$ cat src/rtl/l1_wb_arb_pkg.sv
// Shared types for the L1 Wishbone arbiter: FSM states, issued-beat payload and width helpers.
package l1_wb_arb_pkg;

   localparam int unsigned BEAT_AW = 32;
   localparam int unsigned BEAT_DW = 32;
   localparam int unsigned BEAT_SW = BEAT_DW / 8;
   localparam int unsigned TGC_W   = 3;

   typedef enum logic [1:0] {
      ST_IDLE  = 2'd0,
      ST_BUS   = 2'd1,
      ST_FLUSH = 2'd2
   } arb_state_e;

   typedef struct packed {
      logic               we;
      logic [BEAT_AW-1:0] addr;
      logic [BEAT_DW-1:0] wdata;
      logic [BEAT_SW-1:0] sel;
      logic [TGC_W-1:0]   id;
   } beat_t;

   function automatic int unsigned ch_idw(input int unsigned n);
      return (n > 1) ? $clog2(n) : 1;
   endfunction

   function automatic int unsigned cnt_w(input int unsigned d);
      return $clog2(d) + 1;
   endfunction

endpackage

$ cat src/rtl/l1_wb_id_fifo.sv
// In-order FIFO of channel ids for beats issued on the bus and not yet acknowledged.
module l1_wb_id_fifo
   import l1_wb_arb_pkg::*;
#(
   parameter int unsigned DEPTH = 4,
   parameter int unsigned IDW   = 1
) (
   input  logic                      clk,
   input  logic                      rst,
   input  logic                      push,
   input  logic [IDW-1:0]            push_id,
   input  logic                      pop,
   output logic [IDW-1:0]            head_id,
   output logic                      full,
   output logic                      empty,
   output logic [cnt_w(DEPTH)-1:0]   count
);

   localparam int unsigned CW = cnt_w(DEPTH);
   localparam int unsigned PW = (DEPTH > 1) ? $clog2(DEPTH) : 1;

   logic [IDW-1:0] mem [DEPTH];
   logic [PW-1:0]  wr_ptr;
   logic [PW-1:0]  rd_ptr;
   logic           do_push;
   logic           do_pop;

   assign full    = (count == CW'(DEPTH));
   assign empty   = (count == '0);
   assign do_push = push & ~full;
   assign do_pop  = pop & ~empty;
   assign head_id = mem[rd_ptr];

   always_ff @(posedge clk) begin
      if (do_push) mem[wr_ptr] <= push_id;
   end

   // Pointers wrap explicitly so non-power-of-2 depths stay correct.
   always_ff @(posedge clk or posedge rst) begin
      if (rst) begin
         wr_ptr <= '0;
         rd_ptr <= '0;
         count  <= '0;
      end else begin
         if (do_push) wr_ptr <= (wr_ptr == PW'(DEPTH - 1)) ? '0 : wr_ptr + PW'(1);
         if (do_pop)  rd_ptr <= (rd_ptr == PW'(DEPTH - 1)) ? '0 : rd_ptr + PW'(1);
         if (do_push && !do_pop)      count <= count + CW'(1);
         else if (!do_push && do_pop) count <= count - CW'(1);
      end
   end

endmodule

$ cat src/rtl/l1_wb_arbiter.sv
// Round-robin merge of N L1 request channels onto one Wishbone B4 pipelined master.
// Optional ack watchdog with error flush is built when L1_WB_TIMEOUT_EN is defined.
module l1_wb_arbiter
   import l1_wb_arb_pkg::*;
#(
   parameter int unsigned N_CH        = 2,
   parameter int unsigned AW          = 32,
   parameter int unsigned DW          = 32,
   parameter int unsigned MAX_OUTST   = 4,
   parameter int unsigned TIMEOUT_CYC = 256
) (
   input  logic                   clk,
   input  logic                   rst,
   input  logic [N_CH-1:0]        ch_req_val,
   input  logic [N_CH-1:0]        ch_req_we,
   input  logic [N_CH*AW-1:0]     ch_req_addr,
   input  logic [N_CH*DW-1:0]     ch_req_wdata,
   input  logic [N_CH*DW/8-1:0]   ch_req_sel,
   output logic [N_CH-1:0]        ch_req_rdy,
   output logic [N_CH-1:0]        ch_rsp_val,
   output logic [DW-1:0]          ch_rsp_data,
   output logic                   ch_rsp_err,
   output logic [AW-1:0]          wb_adr_o,
   output logic [DW-1:0]          wb_dat_o,
   output logic [DW/8-1:0]        wb_sel_o,
   output logic                   wb_we_o,
   output logic                   wb_cyc_o,
   output logic                   wb_stb_o,
   output logic [2:0]             wb_tgc_o,
   input  logic [DW-1:0]          wb_dat_i,
   input  logic                   wb_ack_i,
   input  logic                   wb_err_i,
   input  logic                   wb_stall_i,
   output logic                   proto_err
);

   localparam int unsigned IDW = ch_idw(N_CH);
   localparam int unsigned CW  = cnt_w(MAX_OUTST);
   localparam int unsigned SW  = DW / 8;

   if (N_CH < 1 || N_CH > 8 || AW > BEAT_AW || DW > BEAT_DW || (DW % 8) != 0 ||
       MAX_OUTST < 1 || (MAX_OUTST & (MAX_OUTST - 1)) != 0 || TIMEOUT_CYC < 2) begin : g_bad_cfg
      $error("l1_wb_arbiter: unsupported parameter set");
   end

   arb_state_e     state;
   beat_t          beat_q;
   beat_t          beat_c;
   logic [IDW-1:0] rr_ptr;
   logic [IDW-1:0] grant_c;
   logic [IDW-1:0] rr_next_c;
   logic           found_c;
   int unsigned    idx;
   logic           accept_c;
   logic           push_c;
   logic           pop_c;
   logic           rsp_in_c;
   logic           flushing_c;
   logic           timeout_c;
   logic [IDW-1:0] fifo_head;
   logic           fifo_full;
   logic           fifo_empty;
   logic [CW-1:0]  fifo_cnt;

   // First valid channel at or after rr_ptr, wrapping.
   always_comb begin
      grant_c = '0;
      found_c = 1'b0;
      idx     = 0;
      for (int unsigned i = 0; i < N_CH; i++) begin
         idx = (32'(rr_ptr) + i) % N_CH;
         if (!found_c && ch_req_val[IDW'(idx)]) begin
            found_c = 1'b1;
            grant_c = IDW'(idx);
         end
      end
   end

   assign rr_next_c  = (32'(grant_c) + 32'd1 == N_CH) ? '0 : grant_c + IDW'(1);
   assign rsp_in_c   = wb_ack_i | wb_err_i;
   assign flushing_c = (state == ST_FLUSH);
   assign push_c     = wb_stb_o & ~wb_stall_i;
   assign pop_c      = ~fifo_empty & ((state == ST_BUS & rsp_in_c) | flushing_c);
   assign accept_c   = (~wb_stb_o | ~wb_stall_i) & found_c & ~fifo_full & ~flushing_c & ~timeout_c &
                       ((32'(fifo_cnt) + 32'(wb_stb_o)) < MAX_OUTST);
   assign ch_req_rdy = accept_c ? (N_CH'(1) << grant_c) : '0;

   always_comb begin
      beat_c       = '0;
      beat_c.we    = ch_req_we[grant_c];
      beat_c.addr  = BEAT_AW'(ch_req_addr[grant_c*AW +: AW]);
      beat_c.wdata = BEAT_DW'(ch_req_wdata[grant_c*DW +: DW]);
      beat_c.sel   = BEAT_SW'(ch_req_sel[grant_c*SW +: SW]);
      beat_c.id    = TGC_W'(grant_c);
   end

   assign wb_adr_o = AW'(beat_q.addr);
   assign wb_dat_o = DW'(beat_q.wdata);
   assign wb_sel_o = SW'(beat_q.sel);
   assign wb_we_o  = beat_q.we;
   assign wb_tgc_o = beat_q.id;

   l1_wb_id_fifo #(.DEPTH(MAX_OUTST), .IDW(IDW)) u_id_fifo (
      .clk     (clk),
      .rst     (rst),
      .push    (push_c),
      .push_id (IDW'(beat_q.id)),
      .pop     (pop_c),
      .head_id (fifo_head),
      .full    (fifo_full),
      .empty   (fifo_empty),
      .count   (fifo_cnt)
   );

`ifdef L1_WB_TIMEOUT_EN
   localparam int unsigned TW = $clog2(TIMEOUT_CYC + 1);
   logic [TW-1:0] to_cnt;

   assign timeout_c = (state == ST_BUS) & ~fifo_empty & ~rsp_in_c & ~push_c &
                      (to_cnt == TW'(TIMEOUT_CYC - 1));

   always_ff @(posedge clk or posedge rst) begin
      if (rst) to_cnt <= '0;
      else     to_cnt <= (rsp_in_c || push_c || fifo_empty) ? '0 : to_cnt + TW'(1);
   end
`else
   assign timeout_c = 1'b0;
`endif

   // Beat register, response path and bus-cycle FSM.
   always_ff @(posedge clk or posedge rst) begin
      if (rst) begin
         state       <= ST_IDLE;
         rr_ptr      <= '0;
         beat_q      <= '0;
         wb_stb_o    <= 1'b0;
         wb_cyc_o    <= 1'b0;
         ch_rsp_val  <= '0;
         ch_rsp_data <= '0;
         ch_rsp_err  <= 1'b0;
         proto_err   <= 1'b0;
      end else begin
         ch_rsp_val <= '0;
         ch_rsp_err <= 1'b0;
         if (pop_c) begin
            ch_rsp_val  <= N_CH'(1) << fifo_head;
            ch_rsp_data <= flushing_c ? '0 : wb_dat_i;
            ch_rsp_err  <= flushing_c | wb_err_i;
         end
         if (rsp_in_c && !(state == ST_BUS && !fifo_empty)) proto_err <= 1'b1;

         if (accept_c) begin
            beat_q   <= beat_c;
            wb_stb_o <= 1'b1;
            rr_ptr   <= rr_next_c;
         end else if (push_c) begin
            wb_stb_o <= 1'b0;
         end

         unique case (state)
            ST_IDLE: begin
               if (accept_c) begin
                  state    <= ST_BUS;
                  wb_cyc_o <= 1'b1;
               end
            end
            ST_BUS: begin
               if (timeout_c) begin
                  state    <= ST_FLUSH;
                  wb_cyc_o <= 1'b0;
                  wb_stb_o <= 1'b0;
               end else if (!accept_c && !wb_stb_o &&
                            (fifo_cnt == '0 || (fifo_cnt == CW'(1) && pop_c))) begin
                  state    <= ST_IDLE;
                  wb_cyc_o <= 1'b0;
               end
            end
            ST_FLUSH: begin
               if (fifo_cnt <= CW'(1)) state <= ST_IDLE;
            end
            default: state <= ST_IDLE;
         endcase
      end
   end

endmodule
$ cat config.mk
export PLATFORM = sky130hd
export DESIGN_NAME = l1_wb_arbiter
export DESIGN_NICKNAME = d
export VERILOG_FILES = /design/src/rtl/l1_wb_arb_pkg.sv /design/src/rtl/l1_wb_id_fifo.sv /design/src/rtl/l1_wb_arbiter.sv
export SDC_FILE = /design/constraint.sdc
export NUM_CORES = 1
export LEC_CHECK = 0
export ABC_AREA = 1
export CAP_MARGIN = 20
export CORE_MARGIN = 2
export CORE_UTILIZATION = 25
export CTS_BUF_LIST = sky130_fd_sc_hd__clkbuf_16
export CTS_CLUSTER_SIZE = 25
export DETAILED_ROUTE_END_ITERATION = 10
export HOLD_SLACK_MARGIN = 0.12
export PLACE_DENSITY = 0.59
export SLEW_MARGIN = 15
export SYNTH_ARGS = -nofsm -noshare
export SYNTH_HDL_FRONTEND = slang
export SYNTH_SLANG_ARGS = --single-unit
$ cat constraint.sdc
create_clock -name clk -period 5.44 [get_ports clk]
set_input_delay 1.088 -clock clk [delete_from_list [all_inputs] [get_ports clk]]
set_output_delay 1.088 -clock clk [all_outputs]
set_load 0.02 [all_outputs]
## After elaboration in Yosys (flattened, before gate mapping)

Memory sizes are Yosys's and may differ from the RTL's.
Cells that the tools add are included.

| storage, ports and cells | value |
|---|---|
| bits in registers | 118 |
| bits in latches | 0 |
| memory bits (writable) | 4 |
| ROM bits | 0 |
| input bits | 177 |
| output and inout port bits | 112 |
| word-level logic and storage cells | 116 |
| memories | 1 |

Memories:

| memory | depth | width | rd ports | clocked after memory_dff | write ports | RTL line | text |
|---|---|---|---|---|---|---|---|
| u_id_fifo.mem | 4 | 1 | 1 | 0 | 1 | l1_wb_id_fifo.sv:22 | `logic [IDW-1:0] mem [DEPTH];` |

| operators by class | value |
|---|---|
| $add $sub $neg | 8 |
| multipliers | 0 |
| div/mod/pow operators | 0 |
| $lt $le $gt $ge | 5 |
| equality and inequality tests | 10 |
| shift operators | 5 |
| muxes and demuxes | 30 |
| bitwise gates (word level) | 18 |
| reduce and logical (&&, ||, !) cells | 23 |

Operators by type and width:

| cell | number |
|---|---|
| $shiftx 64x7->32 | 2 |
| $mux 32 | 1 |
| $mux 1 | 18 |
| $mux 2 | 7 |
| $and 1x1->1 | 9 |
| $eq 2x2->1 const B | 4 |
| $logic_and 1x1->1 | 8 |
| $shiftx 8x4->4 | 1 |
| $logic_not 1->1 | 7 |
| $lt 1x2->1 const B | 3 |
| $mux 3 | 2 |
| $pmux 2 s3 | 1 |
| $reduce_and 3->1 | 2 |
| $reduce_bool 2->1 | 3 |
| $not 1->1 | 5 |
| $add 2x1->2 const B | 2 |
| $add 3x1->4 | 1 |
| $lt 4x3->1 const B | 1 |
| $ne 2x1->1 const B | 2 |
| $or 1x1->1 | 4 |
| $shl 1x1->2 const A | 2 |
| $add 3x1->3 const B | 1 |
| $eq 3x1->1 const B | 1 |
| $eq 3x3->1 const B | 1 |
| 10 further kinds | 11 |

## Logic depth before layout (Yosys ltp)

| depth | value |
|---|---|
| depth in word-level cells | 15 |
| mapped depth | 13 |
| gate-level depth less buffers | 12 |

## Cells and area by module

Synthesis repeated with hierarchy kept, for this count alone.

| second synthesis, totals | value |
|---|---|
| cell total of the unflattened synthesis | 786 |
| area, all modules | 5801.8 um^2 |

Modules (own cells, without submodules):

| module | times used | cells an instance | area an instance (um^2) | sequential area each (um^2) |
|---|---|---|---|---|
| l1_wb_arbiter | 1 | 713 | 5159.9 | 2727.6 |
| l1_wb_id_fifo | 1 | 73 | 641.9 | 295.3 |

## Worst setup path after synthesis

OpenSTA, ideal clock, no wires.

| timing path | value |
|---|---|
| path kind | input to output |
| start | input ch_req_val[1] |
| end | output ch_req_rdy[0] |
| arrival time | 1.812 ns |
| data required time | 4.352 ns |
| path slack | 2.540 ns |
| cell stages on the path | 5 |
| buffers on the path | 2 |
| cells stage by stage | buf_2 nand2_1 buf_2 nand3_1 inv_1 |

| between the ends | value |
|---|---|
| word-level cells in the longest chain between the ends | 11 |
| elaborated cells on any way between the ends | 16 |
| those cells by class | shift (1); mux (9); bitwise (4); reduce/logical (2) |

RTL lines:

| what | RTL line | text |
|---|---|---|
| from (decl) | l1_wb_arbiter.sv:14 | `input logic [N_CH-1:0] ch_req_val,` |
| $mux 1 (not written as such) (2 in series) | l1_wb_arbiter.sv:72 | `if (!found_c && ch_req_val[IDW'(idx)]) begin` |
| $mux 1 | l1_wb_arbiter.sv:72 |  |
| $logic_not 1->1 | l1_wb_arbiter.sv:72 |  |
| $logic_and 1x1->1 | l1_wb_arbiter.sv:72 |  |
| $mux 1 | l1_wb_arbiter.sv:72 |  |
| $and 1x1->1 (4 in series) | l1_wb_arbiter.sv:84 | `assign accept_c = (~wb_stb_o \| ~wb_stall_i) & found_c & ~fifo_full & ~flushing_c & ~timeout_c &` |
| $mux 2 * | l1_wb_arbiter.sv:86 | `assign ch_req_rdy = accept_c ? (N_CH'(1) << grant_c) : '0;` |
| to (decl) | l1_wb_arbiter.sv:19 | `output logic [N_CH-1:0] ch_req_rdy,` |

Every way passes the cells marked *; elsewhere a longest branch is shown, timed or not. The select of a mux whose other input is x is not followed.

## Worst setup path after layout

| timing path | value |
|---|---|
| start | input ch_req_val[0] |
| end | output ch_req_rdy[0] |

The elaborated chain is that of the path after synthesis.

==> flow_summary.json <==
{
  "syn_area_per_cell_um2": 7.48,
  "nets": 1231,
  "worst-slew-pin-transition_ns": 0.985,
  "status": "finished clean",
  "hold_violations": 0,
  "dieArea_um2": 24500,
  "finalInstanceArea_um2": 9460,
  "drt-pass1-iter-count": 4,
  "worstPathArrival_ns": 2.90,
  "leakagePower_nw": 4.68,
  "required_ns": 4.35,
  "grt_pass1_vias": 5574,
  "finalMaxSlewViolations": 0,
  "synth_enable_flop_cells": 4,
  "area_growth_pct": 62.5,
  "fin_crit_ns": 3.99,
  "clockBufferDepth": 2,
  "routed_wl_um": 19600,
  "cts_sinks": 120,
  "relSlewSlack_pct": 34.1,
  "clkLatencyLatePin_ns": 0.41,
  "critPathKind": "input port to output pin",
  "antenna_found_initial": 1,
  "skew_ns": 0.00976,
  "dpl-instance-area_um2": 8910,
  "fmax_ghz": 0.251,
  "grt_pass1_wl_um": 29800,
  "track_usage_pct": 15.8,
  "ys_types": 26,
  "wl_per_cell_um": 14.3,
  "cp_num_buf_inv": 3,
  "ys_seq_elements": 120,
  "num_rows": 55,
  "layout-drive-gt1-share_pct": 5.01,
  "drc_errors": 0,
  "vdd_drop_max_uv": 206,
  "slowest_delay_ns": 0.59,
  "path_delay_family": "buffers and inverters",
  "cts_tree": "done",
  "antenna_left": 0,
  "viasPerCell": 4.24,
  "synthesis.area_um2": 5820,
  "ioPinCount": 289,
  "layout.cells.non_filler": 1371,
  "clkTransAtPathRegs_ns": 0.06,
  "syn_inst": 779,
  "ys_seq_area_share_pct": 51.9,
  "setup_viol": 0,
  "rsz0062_at_grt": "false",
  "cts_root_buffer": "clkbuf_16",
  "drt-initial-drc-count": 321,
  "cp_slowest_cell": "clkdlybuf4s50_1",
  "cp-start-kind": "input port",
  "cts_resized": 0,
  "grt.overflow.total": 0,
  "min_path_type": "flip-flop to flip-flop",
  "htreeDepth": 4,
  "io_buffers": 286,
  "cts_buffers": 17,
  "die_y_um": 157,
  "globalplace.congestion": 0.805,
  "whs_ns": 0.468,
  "die_w_um": 157,
  "worstPathCellList": "clkdlybuf4s50_1 -> nand2_2 -> nand2_2 -> nand3_1 -> inv_1 -> clkdlybuf4s50_1",
  "cp_max_fo": 27,
  "ys.flop_type": "dfrtp_1",
  "initial_core_util_pct": 25.6,
  "grt_max_degree": 70,
  "maxCapViolations": 0,
  "synthArstFlopShare_pct": 96.7,
  "post_cts_buffers": 0,
  "hpwlAfterDp_um": 13800,
  "final_cell_mix": "nand2_1 (436), clkdlybuf4s50_1 (285), dfrtp_1 (116)",
  "placed_cells": 1338,
  "vias": 5814,
  "ys_warn_count": 0,
  "final_common_cell": "nand2_1",
  "coreArea_um2": 22800,
  "fin_tns_setup_ns": 0,
  "crit_path_end_kind": "output pin",
  "cts-hold-fix-buffers": 0,
  "power_density_nw_per_um2": 528,
  "period_share_pct": 73.3
}
[tightest hold or removal path, stage by stage (launching register included)]
cell and delay, ns:
dfrtp_1 0.34, nand2_1 0.05, nand2_1 0.05
[final timing paths]
path,cells after the start,to,start,slack (ns)
max,6,ch_req_rdy[0],ch_req_val[0],1.45
min,2,ch_rsp_data[25]$_DFFE_PP0P_,ch_rsp_data[25]$_DFFE_PP0P_,0.47
max reg2reg,8,wb_dat_o[28]$_DFFE_PP0P_,u_id_fifo.count[0]$_DFFE_PP0P_,2.97
min reg2reg,2,ch_rsp_data[25]$_DFFE_PP0P_,ch_rsp_data[25]$_DFFE_PP0P_,0.47
max in group asynchronous,3,wb_adr_o[10]$_DFFE_PP0P_,rst,3.27
min in group asynchronous,2,ch_rsp_data[13]$_DFFE_PP0P_,rst,1.20
[logic make-up after synthesis]
| kind of cell | after synthesis | share of synthesized area (%) |
|---|---|---|
| AND/OR/NAND/NOR | 563 | 39.0 |
| flip-flops | 120 | 51.9 |
| buffers and inverters | 74 | 5.71 |
| adder cells (fa/ha/maj) | 10 | 2.15 |
| AO/OA/AOI/OAI | 9 | 0.859 |
| XOR/XNOR | 2 | 0.301 |
| other | 1 | 0.0644 |
[synthesized netlist by cell type (2+ instances only)]
library cell,count,area (µm²)
clkbuf_1,17,63.8
ha_1,10,125
o21ai_0,5,25.0
or2_2,2,12.5
buf_2,26,130
nand3_1,108,541
dfrtp_1,116,2900
inv_1,21,78.8
inv_2,4,15.0
edfxtp_1,4,120
buf_4,4,30.0
nor2_1,10,37.5
nand2_1,439,1650
[power breakdown]
part           total [mW]  internal [mW]  switching (mW)
registers            1.52           1.29           0.226
logic                2.42           1.03            1.39
clock network        1.06          0.628           0.433
total                5.00           2.95            2.05
[per-stage QoR]
stage | setup slack, ns | total power [mW] | util, %
floorplan | 1.28 | 2.85 | -
global placement | 1.44 | 3.96 | 39.1
detailed placement | 1.42 | 3.98 | 39.1
CTS | 1.42 | 5.08 | 41.5
global route | 1.28 | 5.37 | 41.5
finish | 1.45 | 5.00 | 41.5
[sequential cells by signal, summed over array words and instances, names as in the netlist, 2 cells and up]
name	count
ch_rsp_data	32
wb_adr_o	32
wb_dat_o	32
u_id_fifo.mem	4
wb_sel_o	4
u_id_fifo.count	3
ch_rsp_val	2
u_id_fifo.rd_ptr	2
u_id_fifo.wr_ptr	2
[layout make-up]
type	count	area [µm²]
diodes	1	2.50
clock buffers	17	425
clock inverters	15	128
fillers	2369	13300
inverters	25	96.3
multi-input cells	586	2480
flip-flops and latches	120	3020
well taps	313	392
repair buffers	294	2920
[layer usage]
| layer | global-route usage (%) | share of wire [%] | vias to the layer above |
|---|---|---|---|
| li1 | - | - | 2950 |
| met1 | 19.5 | 44 | 2619 |
| met2 | 25.1 | 45 | 227 |
| met3 | 7.09 | 10 | 18 |
| met4 | 4.46 | 1.5 | 0 |
| met5 | 0 | 0 | - |
(Power assumes the default switching activity.)
